===== config.mk =====
export PLATFORM = sky130hd
export DESIGN_NAME = seq_chunk_adder
export DESIGN_NICKNAME = d
export VERILOG_FILES = /design/src/rtl/adder_pkg.sv /design/src/rtl/chunk_adder.sv /design/src/rtl/seq_chunk_adder.sv
export SDC_FILE = /design/constraint.sdc
export NUM_CORES = 1
export LEC_CHECK = 0
export CAP_MARGIN = 20
export CORE_ASPECT_RATIO = 1.75
export CORE_MARGIN = 10
export CORE_UTILIZATION = 51
export DETAILED_ROUTE_END_ITERATION = 10
export GPL_ROUTABILITY_DRIVEN = 0
export PLACE_DENSITY = 0.78
export SLEW_MARGIN = 5
export SYNTH_ARGS = -nofsm -noshare
export SYNTH_HDL_FRONTEND = slang
export SYNTH_HIERARCHICAL = 1
export SYNTH_SLANG_ARGS = --single-unit

===== constraint.sdc =====
create_clock -name clk_in -period 3.88 [get_ports clk_in]
set_input_delay 0.582 -clock clk_in [delete_from_list [all_inputs] [get_ports clk_in]]
set_output_delay 0.582 -clock clk_in [all_outputs]
set_load 0.02 [all_outputs]

===== src/rtl/adder_pkg.sv =====
// adder_pkg: shared FSM state type and default geometry for seq_chunk_adder.
package adder_pkg;
    localparam int DEF_WIDTH = 16;
    localparam int DEF_CHUNK = 4;
    typedef enum logic [1:0] {IDLE, ADD, DONE} state_t;
endpackage


===== src/rtl/chunk_adder.sv =====
// chunk_adder: combinational W-bit adder with carry in/out, one chunk per cycle.
module chunk_adder #(
    parameter int W = 4
) (
    input  logic [W-1:0] a,
    input  logic [W-1:0] b,
    input  logic         cin,
    output logic [W-1:0] sum,
    output logic         cout
);
    assign {cout, sum} = {1'b0, a} + {1'b0, b} + {{W{1'b0}}, cin};
endmodule


===== src/rtl/seq_chunk_adder.sv =====
// seq_chunk_adder: multi-cycle adder processing CHUNK bits per cycle, LSB chunk first.
// Define SEQ_CHUNK_ADDER_OVERFLOW_EN to add the signed-overflow output overflow_out.
module seq_chunk_adder
    import adder_pkg::*;
#(
    parameter int WIDTH = DEF_WIDTH,
    parameter int CHUNK = DEF_CHUNK
) (
    input  logic             clk_in,
    input  logic             reset_n_in,
    input  logic             valid_in,
    output logic             ready_out,
    input  logic [WIDTH-1:0] a_in,
    input  logic [WIDTH-1:0] b_in,
    input  logic             carry_in,
    output logic             valid_out,
    input  logic             ready_in,
    output logic [WIDTH-1:0] sum_out,
    output logic             carry_out
`ifdef SEQ_CHUNK_ADDER_OVERFLOW_EN
    ,
    output logic             overflow_out
`endif
);
    localparam int N  = WIDTH / CHUNK;
    localparam int KW = (N > 1) ? $clog2(N) : 1;

    if (WIDTH % CHUNK != 0) begin : g_bad_geometry
        $error("seq_chunk_adder: WIDTH must be a multiple of CHUNK");
    end

    state_t             state;
    logic [KW-1:0]      k;
    logic [WIDTH-1:0]   a_r, b_r, acc, acc_nx;
    logic               c_r, c_c;
    logic [CHUNK-1:0]   s_c;

    chunk_adder #(.W(CHUNK)) u_chunk (
        .a    (a_r[int'(k)*CHUNK +: CHUNK]),
        .b    (b_r[int'(k)*CHUNK +: CHUNK]),
        .cin  (c_r),
        .sum  (s_c),
        .cout (c_c)
    );

    // Accumulator with this cycle's chunk already merged, so DONE entry can load it directly.
    always_comb begin
        acc_nx = acc;
        acc_nx[int'(k)*CHUNK +: CHUNK] = s_c;
    end

    always_ff @(posedge clk_in or negedge reset_n_in) begin
        if (!reset_n_in) begin
            state     <= IDLE;
            k         <= '0;
            a_r       <= '0;
            b_r       <= '0;
            c_r       <= 1'b0;
            acc       <= '0;
            ready_out <= 1'b0;
            valid_out <= 1'b0;
            sum_out   <= '0;
            carry_out <= 1'b0;
`ifdef SEQ_CHUNK_ADDER_OVERFLOW_EN
            overflow_out <= 1'b0;
`endif
        end else begin
            case (state)
                IDLE: begin
                    ready_out <= 1'b1;
                    if (valid_in && ready_out) begin
                        a_r       <= a_in;
                        b_r       <= b_in;
                        c_r       <= carry_in;
                        k         <= '0;
                        acc       <= '0;
                        ready_out <= 1'b0;
                        state     <= ADD;
                    end
                end
                ADD: begin
                    acc <= acc_nx;
                    c_r <= c_c;
                    k   <= k + 1'b1;
                    if (k == KW'(N - 1)) begin
                        state     <= DONE;
                        sum_out   <= acc_nx;
                        carry_out <= c_c;
                        valid_out <= 1'b1;
`ifdef SEQ_CHUNK_ADDER_OVERFLOW_EN
                        overflow_out <= (a_r[WIDTH-1] == b_r[WIDTH-1]) && (acc_nx[WIDTH-1] != a_r[WIDTH-1]);
`endif
                    end
                end
                DONE: begin
                    if (ready_in) begin
                        valid_out <= 1'b0;
                        ready_out <= 1'b1;
                        state     <= IDLE;
                    end
                end
                default: state <= IDLE;
            endcase
        end
    end
endmodule


==> reports/results.ini, run 1 <==
[run_status]
status = completed

[setup_path]
critical_path_class = register to register
crit_path_start_kind = register
worstPathArrival_ns = 3.22
required_ns = 4.15
endpoint_kind = register
crit_path_start = k[0]
r2r-start = k[0]
worstPathMaxFanout = 13

[routing]
drt_iter0_drc = 270
viasPerCell = 5.313
postRouteAntennaNets = 0
num_vias = 2343
routed_wl_mm = 6.685
drc = 0
dr.pass1.iters = 4
wl_per_cell_um = 15.16

[timing]
period_minus_slack_ns = 2.944
tightest_slew_ns = 0.9278
holdWs_ns = 0.3714
max-slew-margin-rel_pct = 38.15
period_share_pct = 75.87
setup_viol = 0
rsz0062_at_grt = no
hold_violations = 0
max_freq_ghz = 0.3397
slew_viol_final = 0
setup-tns-final_ns = 0
fin_skew_ns = 0.01087

[global_route]
antenna_found_initial = 0
grt_pass1_vias = 2478
grt.overflow.total = 0
gr-usage-all-layers_pct = 14.14
grt_util_met2_pct = 23.30
grt_max_degree = 44
grt-busiest-layer = met2
use_met1_pct = 14.74
grtUsageMet3_pct = 5.058
grt_pass1_wl_mm = 11.10

[final_layout]
final_common_cell = nand2_1
final_core_util_pct = 64.30
stdcell_area_sq_um = 3944
syn_to_final_growth_pct = 24.05
final_cell_mix = nand2_1, dfrtp_1, clkdlybuf4s50_1
nets = 404
diodes = 0
drive_gt1_share_pct = 9.695

[synthesis]
synth-compound-area-share_pct = 11.57
synth_top_family_by_area = simple AND/OR/NAND/NOR gates
synth.distinct_cells = 38
netlist_area_sq_um = 3179
syn_nets = 352
synth_xor_area_share_pct = 0.5510
ys_seq_area_share_pct = 53.52
synthSimpleGateAreaFrac_pct = 19.76
yosys_warnings = 6
muxShareOfSynthArea_pct = 5.667
synth_seq_cells = 68
synth_area_per_cell_sq_um = 10.42
netlist_instances = 305
synth_fa_ha_area_share_pct = 4.408

[clocking]
clockBufferDepth = 2
cts_htree_levels = 3
clk-insertion-delay-late_ns = 0.35
cts_setup_buffers = 0
cts-resized-gates = 0
holdBufCountCts = 0
cts.sinks = 68
cts_tree = built
root_buffer = clkbuf_8
cts_made_buffers = 9
path_clk_slew_ns = 0.07

[job]
max_cap_viol_count = 0

[power_and_ir_drop]
irDropWorstVdd_mv = 0.4869
power_density_nw_per_um2 = 917.1
p_leak_nw = 1.876

[floorplan]
die_h_um = 124.4
ios = 56
start_util_pct = 51.84
die_w_um = 79.69
rows = 38
core_area_sq_um = 6133
die-area_sq_um = 9916

[place]
io_buffers = 55
hpwl_mm = 5.089
place_area_sq_um = 3756

[worst_hold_path]
hold_path_class = input pin to async pin

area by class of cell:
| cell class | instances | area (sq um) |
|---|---|---|
| well taps | 80 | 100.1 |
| clock inverters | 1 | 5.005 |
| inverters | 12 | 45.04 |
| fillers | 477 | 2190 |
| multi-input cells | 207 | 1334 |
| flip-flops and latches | 68 | 1702 |
| clock buffers | 14 | 182.7 |
| repair buffers | 59 | 575.6 |
synthesized netlist by cell type:
master / instances / area [sq um]
a21o_1: 1 / 7.510
a21oi_1: 6 / 30.03
a21oi_2: 3 / 26.28
a221o_1: 1 / 10.01
a221oi_1: 9 / 78.83
a22o_1: 12 / 105.1
a31oi_1: 1 / 6.260
a32o_1: 4 / 40.04
a32oi_1: 3 / 26.28
and2_1: 1 / 6.260
and2_4: 2 / 17.52
and3_1: 1 / 6.260
and3b_1: 1 / 8.760
and4b_1: 1 / 10.01
and4bb_1: 3 / 37.54
buf_1: 1 / 3.750
buf_2: 10 / 50.05
buf_4: 3 / 22.52
buf_6: 1 / 11.26
clkbuf_1: 3 / 11.26
dfrtp_1: 68 / 1702
fa_1: 2 / 40.04
ha_1: 8 / 100.1
inv_1: 11 / 41.29
inv_2: 1 / 3.750
mux4_2: 8 / 180.2
nand2_1: 101 / 379.1
nand2b_1: 2 / 12.51
nand3_1: 1 / 5.000
nand3b_2: 1 / 11.26
nand4bb_1: 1 / 11.26
nor2_1: 22 / 82.58
nor2b_1: 3 / 18.77
nor4_4: 1 / 21.27
o21a_1: 1 / 7.510
o21ai_0: 3 / 15.01
o31ai_1: 2 / 15.01
xnor2_1: 2 / 17.52
power by group:
group | switching (mW) | internal (mW) | total (mW)
Combinational | 1.05 | 0.770 | 1.82
Clock | 0.244 | 0.297 | 0.542
Sequential | 0.226 | 1.03 | 1.25
Total | 1.52 | 2.09 | 3.62
metal layers:
layer,share of wire [%],routed length [um]
met5,0,0
met4,3.8,253
met3,5.3,353
met2,52,3479
met1,39,2598
path summary, 6_finish.rpt:
| kind | endpoint | slack, ns | cells past startpoint |
|---|---|---|---|
| worst max-delay path | sum_out[11] | 0.94 | 7 |
| worst min-delay path | b_r[9] | 0.37 | 1 |
| worst max register to register | sum_out[11] | 0.94 | 7 |
| worst min register to register | a_r[6] | 0.47 | 2 |
| max in group asynchronous | a_r[6] | 2.62 | 2 |
| min in group clk_in | a_r[6] | 0.47 | 2 |
worst max-delay path, cell delays in order (launching register included):
cell and delay (ns):
dfrtp_1 0.73, mux4_2 0.60, fa_1 0.45, a21o_1 0.21, a21oi_2 0.16, xnor2_1 0.35
a32oi_1 0.19, a21oi_1 0.18
per-stage QoR:
stage | setup WS (ns) | cells | power [mW]
after floorplan | 1.155 | 305 | 2.536
after global placement | 1.041 | 426 | 3.023
after detailed placement | 0.9435 | 426 | 3.087
after CTS | 0.9383 | 441 | 3.627
after global routing | 0.7484 | 441 | 3.875
final | 0.9361 | 441 | 3.617
sequential cells by signal, summed over array words and instances (netlist names), 2 cells and up:
register,cells
state,2
b_r,16
k,2
sum_out,16
a_r,16
acc,12
kinds of logic after synthesis:
group	Yosys count
compound gates	46
flops	68
mux	8
xor+xnor	2
simple gates	141
fa+ha+maj	10
buf+inv	30
Power figures use the tool's default switching activity.
==> run 2, diff against run 1 <==
==> constraint.sdc (replaced) <==
create_clock -name clk_in -period 2.8 [get_ports clk_in]
set_input_delay 0.42 -clock clk_in [delete_from_list [all_inputs] [get_ports clk_in]]
set_output_delay 0.42 -clock clk_in [all_outputs]
set_load 0.02 [all_outputs]
==> run 2 against run 1 <==
Sequential share of layout area down 0.79 points. Utilization up 1.2 points. Total power grew 46%. Sequential power is 38% higher. Via count rose by 1.1%. Critical path type unchanged. Largest cell class unchanged.
==> reports/results.ini, run 2 (synthesis gave the netlist of run 1 again) <==
[global_route]
grt_max_degree = 26  ; was 44
gr-usage-all-layers_pct = 14.89  ; was 14.14%
grt.overflow.total = 0  ; unchanged
grt_pass1_wl_mm = 11.60  ; was 11.10 mm
antenna_found_initial = 0  ; unchanged
grt_pass1_vias = 2474  ; was 2478

[setup_path]
critical_path.max_stage_delay_ns = 0.56  ; was 0.73 ns
required_ns = 3.08  ; was 4.15 ns
cpMaxStageDelayCell = mux4_2  ; was dfrtp_1
crit_path_cell_trace = mux4_2 > fa_1 > inv_1 > fa_1 > inv_1 > a32oi_1 > a21oi_1  ; was mux4_2 > fa_1 > a21o_1 > a21oi_2 > xnor2_1 > a32oi_1 > a21oi_1
endpoint_kind = register  ; unchanged
crit_path_start_kind = register  ; unchanged
critical_path_class = register to register  ; unchanged
worstPathArrival_ns = 2.85  ; was 3.22 ns
worstPathMaxFanout = 7  ; was 13

[routing]
drc = 0  ; unchanged
drt_iter0_drc = 174  ; was 270
wl_met3_um = 324  ; was 353 um
wl_met2_mm = 3.751  ; was 3.479 mm
top_layer_used = met4  ; unchanged
postRouteAntennaNets = 0  ; unchanged
wl_met1_mm = 2.609  ; was 2.598 mm
wl_per_cell_um = 15.64  ; was 15.16 um
num_vias = 2369  ; was 2343
routed_wl_mm = 6.993  ; was 6.685 mm
viasPerCell = 5.300  ; was 5.313
dr.pass1.iters = 4  ; unchanged

[floorplan]
die-area_sq_um = 9916  ; unchanged
die_h_um = 124.4  ; unchanged
rows = 38  ; unchanged
die_w_um = 79.69  ; unchanged
core_area_sq_um = 6133  ; unchanged
start_util_pct = 51.84  ; unchanged
ios = 56  ; unchanged

[clocking]
clockBufferDepth = 2  ; unchanged
path_clk_slew_ns = 0.07  ; about the same
cts.sinks = 68  ; unchanged
clk-insertion-delay-late_ns = 0.35  ; about the same
holdBufCountCts = 0  ; unchanged
root_buffer = clkbuf_8  ; unchanged
cts_tree = built  ; unchanged
cts_htree_levels = 3  ; unchanged
cts_made_buffers = 9  ; unchanged
cts_setup_buffers = 0  ; unchanged
cts-resized-gates = 0  ; unchanged

[place]
hpwl_mm = 5.545  ; was 5.089 mm
place_area_sq_um = 3806  ; was 3756 sq um
dp_slack_ns = 0.05719  ; was 0.9435 ns
io_buffers = 55  ; unchanged

[timing]
setup_viol = 0  ; unchanged
max_freq_ghz = 0.3895  ; was 0.3397 GHz
period_share_pct = 91.69  ; was 75.87%
hold_violations = 0  ; unchanged
max-slew-margin-rel_pct = 56.91  ; was 38.15%
setup-tns-final_ns = 0  ; unchanged
rsz0062_at_grt = no  ; unchanged
slew_viol_final = 0  ; unchanged
fin_skew_ns = 0.007521  ; was 0.01087 ns
tightest_slew_ns = 0.6463  ; was 0.9278 ns
fin_ws_ns = 0.2327  ; was 0.9361 ns
period_minus_slack_ns = 2.567  ; was 2.944 ns

[power_and_ir_drop]
p_comb_share_pct = 51.9  ; was 50.4%
power.internal_mw = 3.083  ; was 2.094 mW
p_switching_mw = 2.189  ; was 1.523 mW
p_leak_nw = 1.915  ; was 1.876 nW
power_density_nw_per_um2 = 1311  ; was 917.1 nW/um^2
irDropWorstVdd_mv = 0.6512  ; was 0.4869 mV
p_clk_share_pct = 15.4  ; was 15.0%
seqPwrFrac_pct = 32.6  ; was 34.6%
p_sw_share_pct = 41.52  ; was 42.11%

[final_layout]
nets = 409  ; was 404
fillers = 493  ; was 477
multi_input_comb_area_sq_um = 1344  ; was 1334 sq um
largestRegisters = a_r (16), b_r (16), sum_out (16)  ; unchanged
final_common_cell = nand2_1  ; unchanged
seq_area_sq_um = 1703  ; was 1702 sq um
syn_to_final_growth_pct = 26.45  ; was 24.05%
drive_gt1_share_pct = 11.99  ; was 9.695%
final_core_util_pct = 65.54  ; was 64.30%
diodes = 0  ; unchanged
final_cell_mix = nand2_1, dfrtp_1, clkdlybuf4s50_1  ; unchanged
stdcell_area_sq_um = 4020  ; was 3944 sq um

[job]
max_cap_viol_count = 0  ; unchanged

[worst_hold_path]
hold_path_class = input pin to async pin  ; unchanged

[run_status]
status = completed  ; unchanged

-- run 2: critical path: cells and delay by family (launching register included) --
| family | cells | cell delay (ns) |
|---|---|---|
| adder cells (fa/ha/maj) | 2 | 0.86 |
| AO/OA/AOI/OAI | 2 | 0.29 |
| flip-flops | 1 | 0.48 |
| buffers and inverters | 2 | 0.29 |
| multiplexers | 1 | 0.56 |
-- run 2: metrics by stage --
stage	total power [mW]	hold slack, ns	cells
after floorplan	3.514	0.1244	305
after global placement	4.329	0.3857	431
after detailed placement	4.437	0.3966	431
after CTS	5.254	0.01003	447
after global routing	5.657	0.03355	447
final	5.272	0.01085	447
-- run 2: final timing paths --
| check | startpoint | to | slack [ns] | depth (start not counted) |
|---|---|---|---|---|
| worst max-delay path | k[0] | sum_out[9] | 0.23 | 7 |
| worst min-delay path | reset_n_in | acc[2] | 0.01 | 1 |
| worst max register to register | k[0] | sum_out[9] | 0.23 | 7 |
| worst min register to register | a_r[5] | a_r[5] | 0.47 | 2 |
| max in group asynchronous | reset_n_in | k[0] | 2.10 | 2 |
| min in group clk_in | a_r[5] | a_r[5] | 0.47 | 2 |
-- run 2: layer usage --
metal	up-vias	global-route usage [%]
met5	-	0
met4	0	9.968
met3	23	3.974
met2	66	25.26
met1	1129	15.24
li1	1151	-
-- run 2: area by class of cell --
cell class | instances | share of cell area, %
sequential | 68 | 42.36
multi-input combinational | 207 | 33.43
timing repair buffer | 64 | 15.56
clock buffer | 12 | 3.859
tap | 80 | 2.490
clock inverter | 4 | 1.183
inverter | 12 | 1.120
-- run 2: power groups by stage --
stage	Sequential (mW)	Combinational, mW	Clock [mW]
final	1.72	2.74	0.813
after global routing	1.78	3.01	0.869
after CTS	1.73	2.70	0.827
after detailed placement	1.74	2.70	0
after global placement	1.72	2.61	0
after floorplan	1.78	1.74	0
==> run 3, diff against run 2 <==
--- a/config.mk
+++ b/config.mk
@@ -12,7 +12,7 @@
 export DETAILED_ROUTE_END_ITERATION = 10
 export GPL_ROUTABILITY_DRIVEN = 0
 export PLACE_DENSITY = 0.78
-export SLEW_MARGIN = 5
+export SLEW_MARGIN = 40
 export SYNTH_ARGS = -nofsm -noshare
 export SYNTH_HDL_FRONTEND = slang
 export SYNTH_HIERARCHICAL = 1
==> results of run 3 <==
Same layout as run 2: the final DEF is identical, and so are final timing and power.
